--- src/rtl/case_table_scanner.sv ---
`default_nettype none
// ============================================================================
// Module   : case_table_scanner
// Purpose  : Registered case-table lookup with a runtime-writable table.
//            Two ways to issue a lookup:
//              - manual mode: valid/ready requests.
//              - scan mode: the entries are walked in order, with a
//                programmable dwell between issues.
//            Out-of-range indices return zero data and raise out_miss.
// Ports    : clk, rst_n (sync, active-low)
//            mode       0 = manual, 1 = scan
//            dwell      idle cycles between scan issues
//            req_valid / req_ready / select   manual lookup request
//            wr_en / wr_sel / wr_data         table write port
//            out_valid / out_ready            output handshake
//            out_data / out_sel / out_miss    looked-up entry, index, miss flag
// Revision : 1.0  initial release
// ============================================================================
module case_table_scanner #(
  parameter int WORD_W    = 4,
  parameter int NUM_WORDS = 3,
  parameter int NUM_CASES = 3,
  parameter int SEL_W     = 2,
  parameter int DWELL_W   = 4
) (
  input  logic                        clk,
  input  logic                        rst_n,
  input  logic                        mode,
  input  logic [DWELL_W-1:0]          dwell,
  input  logic                        req_valid,
  output logic                        req_ready,
  input  logic [SEL_W-1:0]            select,
  input  logic                        wr_en,
  input  logic [SEL_W-1:0]            wr_sel,
  input  logic [NUM_WORDS*WORD_W-1:0] wr_data,
  output logic                        out_valid,
  input  logic                        out_ready,
  output logic [NUM_WORDS*WORD_W-1:0] out_data,
  output logic [SEL_W-1:0]            out_sel,
  output logic                        out_miss
);

  localparam int EW = NUM_WORDS * WORD_W;
  // One extra bit so NUM_CASES == 2**SEL_W is representable.
  localparam logic [SEL_W:0] C_NUM_CASES = (SEL_W+1)'(NUM_CASES);
  localparam logic [SEL_W-1:0] C_LAST_IDX = SEL_W'(NUM_CASES - 1);

  logic [EW-1:0]      r_table [NUM_CASES];
  logic               r_out_valid;
  logic [EW-1:0]      r_out_data;
  logic [SEL_W-1:0]   r_out_sel;
  logic               r_out_miss;
  logic [SEL_W-1:0]   r_scan_idx;
  logic [DWELL_W-1:0] r_dwell_cnt;

  logic               w_free;
  logic               w_take;
  logic               w_issue;
  logic               w_load;
  logic [SEL_W-1:0]   w_idx;
  logic               w_hit;
  logic               w_wr_hit;
  logic [EW-1:0]      w_lookup;

  assign w_free    = !r_out_valid || out_ready;
  assign req_ready = !mode && w_free;
  assign w_take    = !mode && req_valid && w_free;
  assign w_issue   = mode && w_free && (r_dwell_cnt == '0);
  assign w_load    = w_take || w_issue;
  assign w_idx     = mode ? r_scan_idx : select;

  // Full-width compare: upper select bits are never dropped.
  assign w_hit    = {1'b0, w_idx}  < C_NUM_CASES;
  assign w_wr_hit = {1'b0, wr_sel} < C_NUM_CASES;

  // Reads the pre-edge table, so a same-cycle write is not visible here.
  always_comb begin
    w_lookup = '0;
    for (int k = 0; k < NUM_CASES; k++) begin
      if (w_idx == SEL_W'(k)) w_lookup = r_table[k];
    end
  end

  // Table storage; reset reloads the (k*NUM_WORDS+j) mod 2**WORD_W pattern.
  always_ff @(posedge clk) begin
    if (!rst_n) begin
      for (int k = 0; k < NUM_CASES; k++) begin
        for (int j = 0; j < NUM_WORDS; j++) begin
          r_table[k][j*WORD_W +: WORD_W] <= WORD_W'(k*NUM_WORDS + j);
        end
      end
    end else if (wr_en && w_wr_hit) begin
      for (int k = 0; k < NUM_CASES; k++) begin
        if (wr_sel == SEL_W'(k)) r_table[k] <= wr_data;
      end
    end
  end

  // Output register: data/sel/miss only change when a lookup is loaded.
  always_ff @(posedge clk) begin
    if (!rst_n) begin
      r_out_valid <= 1'b0;
      r_out_data  <= '0;
      r_out_sel   <= '0;
      r_out_miss  <= 1'b0;
    end else if (w_load) begin
      r_out_valid <= 1'b1;
      r_out_data  <= w_hit ? w_lookup : '0;
      r_out_sel   <= w_idx;
      r_out_miss  <= !w_hit;
    end else if (out_ready) begin
      r_out_valid <= 1'b0;
    end
  end

  // Scan sequencer; held at zero in manual mode so a scan starts at entry 0.
  // The dwell count keeps running through a stall.
  always_ff @(posedge clk) begin
    if (!rst_n || !mode) begin
      r_scan_idx  <= '0;
      r_dwell_cnt <= '0;
    end else if (w_issue) begin
      r_dwell_cnt <= dwell;
      r_scan_idx  <= (r_scan_idx == C_LAST_IDX) ? '0 : r_scan_idx + SEL_W'(1);
    end else if (r_dwell_cnt != '0) begin
      r_dwell_cnt <= r_dwell_cnt - DWELL_W'(1);
    end
  end

  assign out_valid = r_out_valid;
  assign out_data  = r_out_data;
  assign out_sel   = r_out_sel;
  assign out_miss  = r_out_miss;

endmodule
`default_nettype wire

--- config.mk ---
export PLATFORM = sky130hd
export DESIGN_NAME = case_table_scanner
export DESIGN_NICKNAME = d
export VERILOG_FILES = /design/src/rtl/case_table_scanner.sv
export SDC_FILE = /design/constraint.sdc
export NUM_CORES = 1
export LEC_CHECK = 0
export CAP_MARGIN = 20
export CORE_AREA = 5 5 87 89
export DETAILED_ROUTE_END_ITERATION = 6
export DIE_AREA = 0 0 92 94
export PLACE_DENSITY = 0.71
export RECOVER_POWER = 50
export SLEW_MARGIN = 20
export SYNTH_ARGS = -nofsm -noshare
export SYNTH_HDL_FRONTEND = slang
export SYNTH_SLANG_ARGS = --single-unit
--- constraint.sdc ---
create_clock -name clk -period 2.3 [get_ports clk]
set_input_delay 0.69 -clock clk [delete_from_list [all_inputs] [get_ports clk]]
set_output_delay 0.69 -clock clk [all_outputs]
set_load 0.01 [all_outputs]
==> run metrics <==
status complete, no violations; DR WL/cell ~15 µm; DP Wirelength 4196 µm; number of port buffers 42; Chip Width 92 µm; Worst-Margin Slew 0.7401 ns; GRT overflow 0; RD Place Congestion 0.8035; critical path's largest stage delay about 0.48 ns; # DRC 0; proportion of netlist area held by the largest area contributor a little over two fifths; critical path arrival 1.54 ns; Synth top cells by count edfxtp_1, and2_1, dfxtp_1; Hold Slack 0.4716 ns; Final Hold Fails 0; max cap viols 0; drt pass-1 iters 4; Synth Flop Type edfxtp_1; via count 1929; CP max stage cell clkdlybuf4s50_1; global-route usage over all layers approximately 14%; CP bufs+invs 2; cell family with the largest share of critical-path delay buffers and inverters; peak supply drop about 0.39 mV; Die ar. 8648 µm²; final setup violation count 0; Max Root-Sink Buffers 2; PD cells slightly above 800 nW/µm²; P&R area growth vs syn 32.59%; worst path required time 1.61 ns; Final nets 310; Post-synth EDFFs 36; I/O pins 43; H-tree depth 3; antenna violations before repair 0; Max Freq 448.1 MHz; Setup crit end kind primary output; type of the most critical hold path reg2reg; setup bufs post-CTS 0; Synth Net Count 246; setup_tns 0 ns; sequential-to-total area share from yosys stat 58.80%; CTS tree yes; skew final 0.006547 ns; crit-path max FO 2; first-pass GRT wire length 9363 µm; relative max-transition margin 50.66%; worst-path cell chain clkdlybuf4s50_1, nor2b_2, nor2_1, clkdlybuf4s15_1; Hold Buf Count CTS 0; Via density 5.256; Synth Area per Inst roughly 12 µm²; Final Slew Violations 0; period utilization 97.03%; largest area contributor in the netlist edfxtp_1; antenna fix cells 0; synth unique cells 40; Root Driver clkbuf_8; Core Rows 30; Syn Inst Count 218; CTS buffer count 9; minimum clock period roughly 2.2 ns; largest net degree at the start of global routing 16; die span in y 94 µm; synth warn 0; Starting Density 38.73%; P_leak 0.001232 µW; top-count cell post-synth edfxtp_1; Mapped Area 2587 µm²; flops & latches, synth between 50 and 60; ys async rst share 0%; share of post-route cells with drive strength above 1 12.20%; vias in the first global route around 2000; Floorplan Core Area about 6700 µm²; RSZ-0062 raised after global routing no; initial DRC count 103; Critical Path Source Type input pin; Setup CP Type in2out; clock sink total between 50 and 60; drt total wl 5683 µm; Final ANT Viol Nets 0; largest cells by area after synthesis edfxtp_1, dfxtp_1, and2_1; clock-pin slew on the worst setup and hold paths about 0.060 ns; Clock Latency Late Sink between 0.3 and 0.4 ns
sequential cells by signal, indices dropped and copies added (netlist names):
register	flops
out_valid	1
out_miss	1
r_dwell_cnt	4
out_sel	2
r_table	36
r_scan_idx	2
out_data	12
logic make-up after synthesis:
logic type | after synthesis | synth area share, %
XOR/XNOR | 2 | 0.6771
AND/OR/NAND/NOR | 84 | 18.86
buffers and inverters | 14 | 2.756
flip-flops | 58 | 58.80
adder cells (fa/ha/maj) | 2 | 0.9670
AO/OA/AOI/OAI | 51 | 15.18
multiplexers | 7 | 2.756
placed cells by master, fill, tap and decap left out, types with 5 or more instances in the layout:
master           netlist  layout
nor2b_1                8       7
clkdlybuf4s50_1        0      39
o2bb2ai_1              8       8
or3_1                  6       6
a21oi_1               13      13
nor2_1                12      12
clkbuf_8               0       9
buf_4                  2      12
nor3b_1                5       5
dfxtp_1               22      22
edfxtp_1              36      36
a222oi_1               8       8
nand2b_1               8       8
clkbuf_1               3       6
nor3_1                 6       6
mux2i_1                6       6
inv_1                  4       5
nand2_1                8       8
and2_1                24      20
a211oi_1               5       5
per-stage QoR:
| step | instances | setup slack, ns | total power [µW] | area, µm² | util [%] |
|---|---|---|---|---|---|
| 3_3_place_gp | 351 | -0.2151 | 1691 | 3206 | 47.98 |
| 6_report | 367 | 0.06832 | 2827 | 3431 | 51.35 |
| 2_1_floorplan | 218 | 0.1088 | 1491 | 2587 | - |
| 5_1_grt | 367 | 0.007564 | 2953 | 3431 | 51.35 |
| 3_5_place_dp | 351 | -0.2363 | 1700 | 3206 | 47.98 |
| 4_1_cts | 367 | 0.01344 | 2864 | 3455 | 51.70 |
routing by layer:
metal	track usage (%)	up-vias	wire [µm]
li1	-	955	-
met1	16.08	909	2303
met2	24.51	56	2972
met3	4.567	9	299
met4	8.045	0	107
met5	0	-	0
final cells by class:
cell class	count	area, µm²
timing repair buffer	62	543.0
multi-input combinational	146	997.2
clock buffer	9	123.9
sequential	58	1521
clock inverter	7	126.4
fill	611	3251
tap	80	100.1
inverter	5	18.77
worst paths after layout:
| kind | from | endpoint | slack, ns | depth (start not counted) |
|---|---|---|---|---|
| hold / removal | out_data[11]$_SDFFE_PN0P_ | out_data[11]$_SDFFE_PN0P_ | 0.47 | 1 |
| hold reg to reg | out_data[11]$_SDFFE_PN0P_ | out_data[11]$_SDFFE_PN0P_ | 0.47 | 1 |
| setup reg to reg | r_dwell_cnt[0]$_SDFFE_PP0P_ | out_data[6]$_SDFFE_PN0P_ | 0.53 | 6 |
| setup / recovery | out_ready | req_ready | 0.07 | 4 |
report_power, final:
| part | internal, µW | switching, µW | total, µW | leakage [µW] |
|---|---|---|---|---|
| clock | 730 | 425 | 1150 | 0.000122 |
| combinational | 218 | 209 | 428 | 0.000575 |
| sequential | 1200 | 49.0 | 1240 | 0.000535 |
| total | 2140 | 683 | 2830 | 0.00123 |
timing repair:
item | in CTS | in global routing
endpoints found under the setup margin | 1 | 1
hold endpoints to repair | 0 | 0
resized for setup | 1 | 2
worst register-to-register path: stages, from the launching register on:
cell and delay, ns:
dfxtp_1 0.38, inv_1 0.09, ha_1 0.22, and4bb_1 0.23
o21ai_4 0.17, and2_1 0.45, a32o_1 0.19
Power figures use the tool's default switching activity.
